==> src/rtl/afe_pulser_mc_if.sv <==
// afe_pulser_mc_if: trigger, per-channel configuration and serialiser-word bundle for afe_pulser_mc
interface afe_pulser_mc_if #(
  parameter int N_CH  = 4,
  parameter int SER_W = 6,
  parameter int CNT_W = 16
);
  logic                    trig;
  logic [N_CH-1:0]         ch_en;
  logic [N_CH-1:0]         y0;
  logic [N_CH*CNT_W-1:0]   width;
  logic [N_CH*CNT_W-1:0]   delay;
  logic [N_CH*CNT_W-1:0]   period;
  logic [N_CH*CNT_W-1:0]   n_pulses;
  logic [N_CH*SER_W-1:0]   out_word;
  logic [N_CH-1:0]         busy;
  logic                    done;
  modport master (output trig, ch_en, y0, width, delay, period, n_pulses, input out_word, busy, done);
  modport slave  (input trig, ch_en, y0, width, delay, period, n_pulses, output out_word, busy, done);
endinterface

==> src/rtl/afe_pulser_mc.sv <==
// afe_pulser_mc: multi-channel triggered pulser producing OSERDES words, bit 0 first.
// Define AFE_PULSER_BURST_EN to enable multi-pulse bursts via period/n_pulses.
module afe_pulser_mc #(
  parameter int N_CH  = 4,
  parameter int SER_W = 6,
  parameter int CNT_W = 16
) (
  input logic            clk,
  input logic            rst,
  afe_pulser_mc_if.slave bus
);
`ifdef AFE_PULSER_BURST_EN
  typedef enum logic [1:0] {IDLE, DELAY, FIRE, GAP} state_t;
`else
  typedef enum logic [1:0] {IDLE, DELAY, FIRE} state_t;
  logic unused_cfg;
  assign unused_cfg = ^{bus.period, bus.n_pulses};
`endif
  logic            trig_q;
  logic            go;
  logic [N_CH-1:0] busy_q;
  assign go = bus.trig & ~trig_q & ~|bus.busy;
  assign bus.done = |busy_q & ~|bus.busy;
  always_ff @(posedge clk) begin
    if (rst) begin
      trig_q <= 1'b1;
      busy_q <= '0;
    end else begin
      trig_q <= bus.trig;
      busy_q <= bus.busy;
    end
  end
  for (genvar i = 0; i < N_CH; i++) begin : g_ch
    state_t           st, st_n;
    logic [CNT_W-1:0] w_i, d_i, rem, rem_n, dcnt, dcnt_n, wid_l;
    logic [SER_W:0]   one_sh;
    logic [SER_W-1:0] raw, raw_q;
    logic             fire_q, last, acc;
    assign w_i  = bus.width[i*CNT_W +: CNT_W];
    assign d_i  = bus.delay[i*CNT_W +: CNT_W];
    assign acc  = go & bus.ch_en[i] & (st == IDLE);
    assign last = rem <= CNT_W'(SER_W);
    // rem is at most SER_W whenever the partial mask is used
    assign one_sh = (SER_W+1)'(1) << rem;
    assign raw = (st == FIRE) ? (last ? SER_W'(one_sh - (SER_W+1)'(1)) : '1) : '0;
    assign bus.out_word[i*SER_W +: SER_W] = raw_q ^ {SER_W{bus.y0[i]}};
    assign bus.busy[i] = (st != IDLE) | fire_q;
`ifdef AFE_PULSER_BURST_EN
    logic [CNT_W-1:0] p_i, n_i, per_l, pcnt, pcnt_n, npl, npl_n;
    assign p_i = bus.period[i*CNT_W +: CNT_W];
    assign n_i = bus.n_pulses[i*CNT_W +: CNT_W];
`endif
    always_comb begin
      st_n   = st;
      rem_n  = last ? '0 : rem - CNT_W'(SER_W);
      dcnt_n = dcnt - CNT_W'(dcnt != '0);
`ifdef AFE_PULSER_BURST_EN
      pcnt_n = pcnt - CNT_W'(pcnt != '0);
      npl_n  = npl;
`endif
      case (st)
        IDLE: if (acc) begin
          st_n   = (d_i != '0) ? DELAY : FIRE;
          rem_n  = w_i;
          dcnt_n = d_i;
`ifdef AFE_PULSER_BURST_EN
          pcnt_n = p_i;
          npl_n  = (n_i == '0) ? CNT_W'(1) : n_i;
`endif
        end
        DELAY: if (dcnt <= CNT_W'(1)) begin
          st_n  = FIRE;
          rem_n = wid_l;
`ifdef AFE_PULSER_BURST_EN
          pcnt_n = per_l;
`endif
        end
        FIRE: if (last) begin
`ifdef AFE_PULSER_BURST_EN
          // pcnt counts down from period since this pulse started; short periods chain back-to-back
          st_n  = (npl > CNT_W'(1)) ? ((pcnt <= CNT_W'(1)) ? FIRE : GAP) : IDLE;
          npl_n = npl - CNT_W'(npl != '0);
          if (npl > CNT_W'(1) && pcnt <= CNT_W'(1)) begin
            rem_n  = wid_l;
            pcnt_n = per_l;
          end
`else
          st_n = IDLE;
`endif
        end
`ifdef AFE_PULSER_BURST_EN
        GAP: if (pcnt <= CNT_W'(1)) begin
          st_n   = FIRE;
          rem_n  = wid_l;
          pcnt_n = per_l;
        end
`endif
        default: st_n = IDLE;
      endcase
    end
    always_ff @(posedge clk) begin
      if (rst) begin
        st     <= IDLE;
        rem    <= '0;
        dcnt   <= '0;
        wid_l  <= '0;
        raw_q  <= '0;
        fire_q <= 1'b0;
`ifdef AFE_PULSER_BURST_EN
        pcnt   <= '0;
        npl    <= '0;
        per_l  <= '0;
`endif
      end else begin
        st     <= st_n;
        rem    <= rem_n;
        dcnt   <= dcnt_n;
        wid_l  <= acc ? w_i : wid_l;
        raw_q  <= raw;
        fire_q <= st == FIRE;
`ifdef AFE_PULSER_BURST_EN
        pcnt   <= pcnt_n;
        npl    <= npl_n;
        per_l  <= acc ? p_i : per_l;
`endif
      end
    end
  end
endmodule

==> src/flat_wrapper.sv <==
// flat-port wrapper written by rule: the top's interface ports become plain ports
module afe_pulser_mc_flat 
#(
  parameter int N_CH  = 4,
  parameter int SER_W = 6,
  parameter int CNT_W = 16
)
  (clk, rst, bus_trig, bus_ch_en, bus_y0, bus_width, bus_delay, bus_period, bus_n_pulses, bus_out_word, bus_busy, bus_done);
  afe_pulser_mc_if #(.N_CH(N_CH), .SER_W(SER_W), .CNT_W(CNT_W)) bus_i ();
  input logic clk;
  input logic rst;
  input wire logic [$bits(bus_i.trig)-1:0] bus_trig;
  input wire logic [$bits(bus_i.ch_en)-1:0] bus_ch_en;
  input wire logic [$bits(bus_i.y0)-1:0] bus_y0;
  input wire logic [$bits(bus_i.width)-1:0] bus_width;
  input wire logic [$bits(bus_i.delay)-1:0] bus_delay;
  input wire logic [$bits(bus_i.period)-1:0] bus_period;
  input wire logic [$bits(bus_i.n_pulses)-1:0] bus_n_pulses;
  output wire logic [$bits(bus_i.out_word)-1:0] bus_out_word;
  output wire logic [$bits(bus_i.busy)-1:0] bus_busy;
  output wire logic [$bits(bus_i.done)-1:0] bus_done;
  assign bus_i.trig = bus_trig;
  assign bus_i.ch_en = bus_ch_en;
  assign bus_i.y0 = bus_y0;
  assign bus_i.width = bus_width;
  assign bus_i.delay = bus_delay;
  assign bus_i.period = bus_period;
  assign bus_i.n_pulses = bus_n_pulses;
  assign bus_out_word = bus_i.out_word;
  assign bus_busy = bus_i.busy;
  assign bus_done = bus_i.done;
  afe_pulser_mc #(.N_CH(N_CH), .SER_W(SER_W), .CNT_W(CNT_W)) u_core (.clk(clk), .rst(rst), .bus(bus_i));
endmodule
==> config.mk <==
export PLATFORM = sky130hd
export DESIGN_NAME = afe_pulser_mc_flat
export DESIGN_NICKNAME = d
export VERILOG_FILES = /design/src/rtl/afe_pulser_mc_if.sv /design/src/rtl/afe_pulser_mc.sv /design/src/flat_wrapper.sv
export SDC_FILE = /design/constraint.sdc
export NUM_CORES = 1
export LEC_CHECK = 0
export CORE_MARGIN = 3
export CORE_UTILIZATION = 49
export DETAILED_ROUTE_END_ITERATION = 6
export PLACE_DENSITY = 0.8
export SKIP_CTS_REPAIR_TIMING = 1
export SLEW_MARGIN = 10
export SYNTH_ARGS = -nofsm -noshare
export SYNTH_HDL_FRONTEND = slang
export SYNTH_SLANG_ARGS = --single-unit
==> constraint.sdc <==
create_clock -name clk -period 2.71 [get_ports clk]
set_input_delay 0.6775 -clock clk [delete_from_list [all_inputs] [get_ports clk]]
set_output_delay 0.6775 -clock clk [all_outputs]
set_load 0.01 [all_outputs]
==> results of run 1 <==
==> Yosys cell counts (all sizes together) (2+ instances only) <==
master     n
or3       13
xor2      73
o31a       2
a211oi    64
o41a       2
a31oi     18
o31ai      4
o21ai      9
nand3b     8
or4       19
a21boi     3
a2111oi    4
o22ai     52
ha        16
a21oi     97
nor4      43
and2       2
nor3      35
a32oi      2
nand3     28
nand4      9
dfxtp    233
inv       23
nand2    182
or3b       5
xnor2     53
nor3b      9
and4       5
nor2     117
a22oi     52
buf       41
nor2b     15
clkbuf    51
and3      12
nand2b     6
o21a       2
==> critical path: stages <==
cell,delay [ns]
clkdlybuf4s50_1,0.50
buf_12,0.13
xor2_1,0.13
clkdlybuf4s50_1,0.55
==> worst max path at each step <==
stage / from / to / slack (ns) / cells past startpoint
floorplan: u_core.g_ch[2].rem[6]$_SDFF_PP0_ / u_core.g_ch[2].raw_q[4]$_SDFF_PP0_ / 0.32 / 11
global placement: bus_y0[1] / bus_out_word[8] / -0.02 / 3
detailed placement: bus_y0[2] / bus_out_word[13] / -0.08 / 3
CTS: u_core.g_ch[2].st[0]$_SDFFE_PP0P_ / bus_done / -0.39 / 4
global route: u_core.g_ch[2].rem[6]$_SDFF_PP0_ / u_core.g_ch[2].raw_q[4]$_SDFF_PP0_ / -0.01 / 10
finish: bus_y0[0] / bus_out_word[4] / 0.03 / 4
==> cell type report <==
type | instances | area (µm²)
Clock buffer | 36 | 707
Clock inverter | 8 | 50.0
Fill cell | 1900 | 8140
Inverter | 23 | 86.3
Multi-Input combinational cell | 975 | 6080
Sequential cell | 233 | 4660
Tap cell | 280 | 350
Timing Repair Buffer | 215 | 2090
==> through the flow <==
| step | utilization [%] | hold slack, ns |
|---|---|---|
| after floorplan | - | 0.432 |
| after global placement | 59.5 | 0.437 |
| after detailed placement | 59.5 | 0.445 |
| after CTS | 63.0 | 0.451 |
| after global routing | 63.3 | 0.468 |
| final | 63.3 | 0.448 |
==> metal layers <==
layer	vias up	track usage, %
met4	4	5.66
met5	-	0
met2	258	33.1
li1	5042	-
met3	51	3.68
met1	4695	29.7
==> logic make-up (layout without fill, tap and decap cells) <==
family	after synthesis	in the layout	share of synthesized area [%]
and+or+nand+nor	515	515	23.0
AOI/OAI and AO/OA	318	318	19.0
DFF	233	233	41.5
xor gates and xnor gates	126	126	9.82
buffers and inverters	115	282	4.85
adders and majority gates	16	16	1.78
==> flip-flops by register name, indices dropped and copies added (netlist names) <==
register            flops
u_core.g_ch.raw_q      24
u_core.trig_q           1
u_core.busy_q           4
u_core.g_ch.dcnt       64
u_core.g_ch.rem        64
u_core.g_ch.st          8
u_core.g_ch.wid_l      64
u_core.g_ch.fire_q      4
==> power by group <==
| group | total (µW) | switching [µW] | internal, µW |
|---|---|---|---|
| registers | 5190 | 917 | 4270 |
| clock network | 3160 | 1350 | 1810 |
| logic | 5980 | 2930 | 3060 |
==> results.yml, run 1 <==
outcome:
  outcome: "complete, no violations"
die:
  dieWidth_um: 157
  start_util_pct: 50.7
  core_area_um2: 22200
  die_h_um: 157
  io_pins: 296
  rows: 54
  dieArea_um2: 24800
detailed_routing:
  wl_per_cell_um: 15.4
  firstDrtPassIters: 5
  top_layer: "met5"
  vias: 10100
  drc_errors: 0
  antenna_left: 0
  drt-met1-wl_mm: 12.5
  routed_via_density: 5.68
  routed-wl-met2_mm: 12.3
  drtIter0Drc: 561
  wl_met3_mm: 1.70
  wl_mm: 27.2
logic_synthesis:
  synthArstFlopShare_pct: 0
  synth_top_area_cell: "dfxtp_1"
  ys_top_cells_by_area: "dfxtp_1 41%, nand2_1 6.1%, xor2_1 5.7%, a21oi_1 4.3%, a211oi_1 4.3%"
  synth_top_area_share_pct: 41.5
  syn_area_per_cell_um2: 8.50
  syn_nets: 1606
  ys.warnings.count: 0
  syn_inst: 1323
  synth_cell_type_count: 66
  synth_edf_count: 0
  ys.flop_type: "dfxtp_1"
  syn-cell-area_um2: 11200
  synth-seq-cells: 233
  ys_seq_area_share_pct: 41.5
global_routing:
  grt_pass1_vias: 9268
  grtUsageTotal_pct: 20.9
  grt_pass1_wl_mm: 44.0
  grt_overflow: 0
  antenna_found_initial: 2
  grt_max_degree: 62
timing:
  worstMarginPinSlew_ns: 0.722
  period_share_pct: 98.9
  period_minus_slack_ns: 2.68
  finalSetupViolations: 0
  relSlewSlack_pct: 50.6
  fmax_ghz: 0.373
  slew_viol_final: 0
  skew_ns: 0.0135
  finalWorstSetupSlack_ns: 0.0306
  hold_viol_final: 0
  setup_tns_ns: 0
cts:
  cts_buffers: 25
  cts_buffer_depth: 3
  cts_tree: "built"
  root_buffer: "clkbuf_16"
  clkSinkCount: 233
  clkSlewWorstSetupHoldPaths_ns: 0.06
  clk_latency_ns: 0.52
  htree_levels: 1
setup_path:
  r2r_end: "u_core.g_ch[2].raw_q[4]$_SDFF_PP0_"
  crit_path_end_kind: "output pin"
  reg2reg_slack_ns: 0.16
  critPathLaunchType: "primary input"
  r2r_start: "u_core.g_ch[2].rem[6]$_SDFF_PP0_"
  critical_path_class: "primary input to output pin"
  cp.arrival_ns: 2.00
  crit_required_ns: 2.03
  reg2reg_depth: 10
  worstPathMaxFanout: 6
placed_design:
  hpwl_mm: 18.9
  gp_congestion: 0.835
  dp.cells: 1725
  io_buffers: 167
  detailed_place.area_um2: 13200
  pre_cts_ws_ns: -0.0757
power:
  p_leak_uw: 0.00517
  power.density_nw_per_um2: 1020
  power.total_uw: 14300
  peakVddDrop_v: 0.000536
layout:
  drive_above_1_share_pct: 8.79
  layout.nets: 1756
  layout_commonest_cell: "dfxtp_1"
  final_area_um2: 14000
  mostFrequentLayoutCells: "233 x dfxtp_1, 182 x nand2_1, 157 x clkdlybuf4s50_1"
  fin_cells: 1770
  diodes: 0
  area_growth_pct: 24.7
hold_path:
  whs_endpoint: "u_core.g_ch[3].wid_l[7]$_SDFFE_PP0P_"
  hold_path_depth: 2
  hold_class: "register to register"
  hold_start: "u_core.g_ch[3].wid_l[7]$_SDFFE_PP0P_"
flow_run:
  cap_violations: 0
Power figures use the tool's default switching activity.
==> run 2: changes to the inputs <==
--- a/config.mk
+++ b/config.mk
@@ -6,9 +6,11 @@
 export NUM_CORES = 1
 export LEC_CHECK = 0
 export CORE_MARGIN = 3
-export CORE_UTILIZATION = 49
+export CORE_UTILIZATION = 60
 export DETAILED_ROUTE_END_ITERATION = 6
-export PLACE_DENSITY = 0.8
+export DONT_BUFFER_PORTS = 1
+export MAX_ROUTING_LAYER = met4
+export PLACE_DENSITY = 0.76
 export SKIP_CTS_REPAIR_TIMING = 1
 export SLEW_MARGIN = 10
 export SYNTH_ARGS = -nofsm -noshare
==> run 2 against run 1 <==
Against the previous run:
- sequential share of layout area grew 4.8 points
- largest cell class unchanged
- count of clock-buffer cells in the layout shrank 5
- register-to-register slack worse by 0.03 ns
- non-clock buffer count down 177
- worst setup slack got worse by 0.0087 ns
==> results.yml, run 2 (synthesis gave the netlist of run 1 again) <==
die:
  core_area_um2: 18200
  die_h_um: 143
  rows: 49
  io_pins: 296
  start_util_pct: 61.7
  dieArea_um2: 20400
  dieWidth_um: 143
cts:
  htree_levels: 1
  cts_tree: "built"
  clkSlewWorstSetupHoldPaths_ns: 0.06
  cts_buffers: 25
  cts_buffer_depth: 3
  clkSinkCount: 233
  clk_latency_ns: 0.51
  root_buffer: "clkbuf_16"
timing:
  fmax_ghz: 0.372
  rsz0062_at_grt: "true"
  slew_viol_final: 0
  finalWorstSetupSlack_ns: 0.0219
  period_share_pct: 99.2
  relSlewSlack_pct: 52.5
  setup_tns_ns: 0
  hold_viol_final: 0
  timing.hold.ws_ns: 0.250
  skew_ns: 0.0148
  finalSetupViolations: 0
  period_minus_slack_ns: 2.69
  worstMarginPinSlew_ns: 0.695
power:
  clkPwrFrac_pct: 24.6
  p_switching_uw: 5090
  p_leak_uw: 0.00443
  power.density_nw_per_um2: 1170
  pwr-share-seq_pct: 36.2
  p_comb_share_pct: 39.3
  peakVddDrop_v: 0.000742
  swShare_pct: 35.5
  internal_power_uw: 9220
layout:
  mostFrequentLayoutCells: "232 x dfxtp_1, 182 x nand2_1, 115 x nor2_1"
  drive_above_1_share_pct: 9.51
  biggestRegsByFlops: "u_core.g_ch.dcnt (64), u_core.g_ch.rem (64), u_core.g_ch.wid_l (64)"
  final_area_um2: 12300
  layout_commonest_cell: "dfxtp_1"
  layout.nets: 1579
  fin_util_pct: 67.3
  diodes: 0
  area_growth_pct: 9.00
  fillers: 1519
detailed_routing:
  routed_via_density: 6.05
  wl_per_cell_um: 16.5
  drc_errors: 0
  drtIter0Drc: 553
  wl_met3_mm: 2.10
  wl_mm: 25.5
  top_layer: "met4"
  drt-met1-wl_mm: 11.4
  routed-wl-met2_mm: 11.5
  firstDrtPassIters: 5
  vias: 9335
  antenna_left: 0
setup_path:
  crit_required_ns: 2.03
  cp.arrival_ns: 2.01
  critPathLaunchType: "register"
  worstPathMaxFanout: 13
  crit_path_end_kind: "output pin"
  critical_path_class: "register to output pin"
global_routing:
  grtUsageTotal_pct: 24.9
  antenna_found_initial: 0
  grt_pass1_vias: 8740
  grt_max_degree: 214
  grt_pass1_wl_mm: 41.6
  grt_overflow: 0
flow_run:
  cap_violations: 0
placed_design:
  io_buffers: 0
  detailed_place.area_um2: 11400
  gp_congestion: 0.836
  pre_cts_ws_ns: 0.0784
  hpwl_mm: 17.7
hold_path:
  hold_class: "primary input to register"
outcome:
  outcome: "complete, no violations"
run 2: cell types whose count changed in the layout (fill, tap and decap cells not counted), moves of 2 or more:
cell / delta
dlymetal6s2s_1: -8
buf_12: -3
buf_4: -8
clkinvlp_4: +2
clkbuf_1: -4
bufinv_16: +4
clkdlybuf4s50_1: -157
run 2: path summary, 6_finish.rpt:
kind | start | to | slack (ns) | cells after the start
setup / recovery | u_core.g_ch[1].st[0]$_SDFFE_PP0P_ | bus_done | 0.02 | 4
hold / removal | rst | u_core.g_ch[1].wid_l[15]$_SDFFE_PP0P_ | 0.25 | 1
setup reg to reg | u_core.g_ch[0].dcnt[3]$_SDFF_PP0_ | u_core.g_ch[0].dcnt[11]$_SDFF_PP0_ | 0.13 | 9
hold reg to reg | u_core.g_ch[1].wid_l[15]$_SDFFE_PP0P_ | u_core.g_ch[1].wid_l[15]$_SDFFE_PP0P_ | 0.45 | 2
run 2: per-layer routing:
metal	vias up	global-route usage (%)
met5	-	-
met4	0	6.00
met3	37	6.50
met2	249	37.7
met1	4353	33.4
li1	4696	-
run 2: layout make-up:
cell class | count | area (µm²) | share of cell area [%]
clock buffers | 31 | 678 | 5.53
clock inverters | 14 | 181 | 1.48
inverters | 23 | 86.3 | 0.705
multi-input cells | 975 | 6070 | 49.5
flip-flops and latches | 233 | 4670 | 38.1
well taps | 229 | 287 | 2.34
repair buffers | 38 | 289 | 2.36
run 2: critical path: stages (launching register included):
cell	delay [ns]
dfxtp_2	0.34
or3_4	0.42
nor4_4	0.27
buf_6	0.20
o41a_1	0.28
run 2: per-stage QoR:
| step | total power (µW) | instances |
|---|---|---|
| 3_5_place_dp | 10700 | 1498 |
| 5_1_grt | 15400 | 1543 |
| 3_3_place_gp | 10500 | 1498 |
| 4_1_cts | 14300 | 1543 |
| 6_report | 14300 | 1543 |
| 2_1_floorplan | 9580 | 1323 |
run 2: power by group through the flow:
stage / registers (µW) / logic (µW) / clock network [µW]
finish: 5180 / 5620 / 3520
global route: 5310 / 6320 / 3760
CTS: 5140 / 5570 / 3590
detailed placement: 5200 / 5500 / 0
global placement: 5160 / 5390 / 0
floorplan: 4930 / 4650 / 0
==> variant: new RTL, config.mk and constraints of run 2 <==
The option `AFE_PULSER_BURST_EN` is turned on by a define.
--- a/src/rtl/afe_pulser_mc.sv
+++ b/src/rtl/afe_pulser_mc.sv
@@ -1,4 +1,6 @@
 // afe_pulser_mc: multi-channel triggered pulser producing OSERDES words, bit 0 first.
 // Define AFE_PULSER_BURST_EN to enable multi-pulse bursts via period/n_pulses.
+`define AFE_PULSER_BURST_EN
+
 module afe_pulser_mc #(
   parameter int N_CH  = 4,
Check against the original RTL: not equivalent (Yosys sat finds a counterexample within 10 cycles, from zero or initial values and one cycle with rst high).
==> variant against run 2 <==
The flow now finishes with violations (negative setup slack). Core utilization grew 4.1 points. Sequential share of layout area shrank 5.7 points. Highest routed layer unchanged. Setup slack worse by 200 ps. Routed wire length grew to 2.7 times the old value. Critical path type is now register to register. Count of clock-buffer cells in the layout increased by 38. Power grew 100%. Synthesized area up 100%. Final cell count grew 130%. Largest power group unchanged. Sequential cell count up 192. Cell area rose by 110%.
==> variant: results (changes against run 2) <==
| Metric | Value |
|---|---|
| Routability Congestion | `0.9538 (+14%)` |
| Ys flop type | `dfxtp_1` |
| Met2 Use GR | `54.00% (+16 points)` |
| Met2 WL | `32270 µm (+180%)` |
| Worst Skew | `24.18 ps (+9.396 ps)` |
| Synth warn | `0 (unchanged)` |
| DR top layer | `met4` |
| Flop+latch power | `8.86 mW (+71%)` |
| Fin cells | `3574 (+130%)` |
| CTS Buf Count | `46 (+84%)` |
| Violated checks | `negative setup slack` |
| Placed instance area | `24240 µm² (+110%)` |
| Power in combinational cells | `13.3 mW (+140%)` |
| Net Count, Synth | `3238 (+100%)` |
| LEAKAGE | `10.00 nW (+130%)` |
| Ranking of synthesized cells by area | `dfxtp_1 (38%), nand2_1 (8.4%), a21oi_1 (6.8%), nor2_1 (4.4%), xor2_1 (3.8%)` |
| Met3 usage | `8.040% (+1.5 points)` |
| Largest net degree at the start of global routing | `365 (+71%)` |
| Met1 wire length | `27830 µm (+140%)` |
| Hpwl dp | `48480 µm (+170%)` |
| Initial antenna violation count | `1 (+1)` |
| CTS clk-pin slew, worst paths | `60 ps (about the same)` |
| Synth unique cells | `82 (+24%)` |
| DRT iter0 DRCs | `1773 (+220%)` |
| Overall Global Routing Usage | `33.61% (+8.7 points)` |
| Worst skew pair latency | `600 ps (+90 ps)` |
| Register area share after synthesis | `37.70% (-3.8 points)` |
| Buffer depth of the longest clock path | `3 (unchanged)` |
| Max transition margin | `37.72% (-15 points)` |
| Drt total wl | `68800 µm (+170%)` |
| Worst r2r path cells | `12 (+3)` |
| Vias in the first global route | `21390 (+140%)` |
| Status | `finished, violations left` |
| Layout cells sized above 1 | `14.14% (+4.6 points)` |
| Peak supply drop | `0.0006551 V (-12%)` |
| Iteration count of the initial detailed-routing pass | `5 (unchanged)` |
| Placed cell count | `3476 (+130%)` |
| # nets final | `3333 (+110%)` |
| Yosys top cell area share | `37.70% (-3.8 points)` |
| Share of flip-flops with an asynchronous set or reset | `0% (unchanged)` |
| Mapped Cells | `2939 (+120%)` |
| Most instantiated cells after synthesis | `nand2_1 (502), dfxtp_1 (425), a21oi_1 (305)` |
| PnR worst setup slack | `-173.7 ps (-195.6 ps)` |
| PortBufs | `0 (unchanged)` |
| GR Util met1 | `41.40% (+8.0 points)` |
| Worst-path fanout max | `2 (-11)` |
| WL met3 | `6152 µm (+190%)` |
| HP Class | `primary input to register` |
| CTS H-tree lvls | `2 (+1)` |
| CP Data Arrival Time | `3360 ps (+1350 ps)` |
| Internal | `17.68 mW (+92%)` |
| First-pass GRT wire length | `107300 µm (+160%)` |
| Number of vias per cell | `6.346 (+4.9%)` |
| Final setup viols | `3 (+3)` |
| Clock Tree Root | `clkbuf_16` |
| P per Cell Area | `1088 nW/µm² (-6.8%)` |
==> variant: cell types whose count changed after synthesis, sizes merged, moves of 38 or more <==
cell and delta:
a21oi +209, a22oi -43, o22ai -38, nor2 +148
o21ai +151, nand2 +320, nor4 +50, dfxtp +192
clkbuf +99, nor3 +48
==> variant: cells by family after synthesis <==
| family | after synthesis | synth area share, % |
|---|---|---|
| flops | 425 | 37.70 |
| simple gates | 1212 | 25.18 |
| mux | 4 | 0.1774 |
| compound gates | 852 | 24.06 |
| buf+inv | 231 | 3.998 |
| xor+xnor | 183 | 7.103 |
| fa+ha+maj | 32 | 1.774 |
==> variant: worst paths after layout <==
| path | start | end |
|---|---|---|
| setup / recovery | u_core.g_ch[0].npl[8] | u_core.g_ch[0].npl[14] |
| hold / removal | rst | u_core.g_ch[1].wid_l[3] |
| setup reg to reg | u_core.g_ch[0].npl[8] | u_core.g_ch[0].npl[14] |
| hold reg to reg | u_core.g_ch[2].per_l[1] | u_core.g_ch[2].per_l[1] |
==> variant: worst max-delay path: stages (launching register included) <==
cell and delay, ps:
dfxtp_2 320, or4_4 530, or3_4 370, nor4_4 180, nand2_1 130, ha_4 180
ha_4 150, or4b_4 200, or3_4 110, or3_1 110, xnor2_1 120, o22ai_1 90
o31ai_1 290
==> variant: final cells by class <==
cell class	count	area, µm²
inverter	56	210.2
multi-input combinational	2283	13630
tap	504	630.6
fill	2949	10540
clock buffer	69	1388
antenna	1	2.502
timing repair buffer	222	1778
sequential	425	8529
clock inverter	14	166.4
==> variant: per-stage QoR <==
stage                     hold WS, ps  util (%)  setup TNS (ps)
after floorplan                 425.8         -          -284.8
after global placement          432.5     65.75          -138.6
after detailed placement        442.2     65.75          -587.3
after CTS                       165.2     69.97           -1058
after global routing            151.2     71.41           -1050
final                           160.5     71.41          -248.8
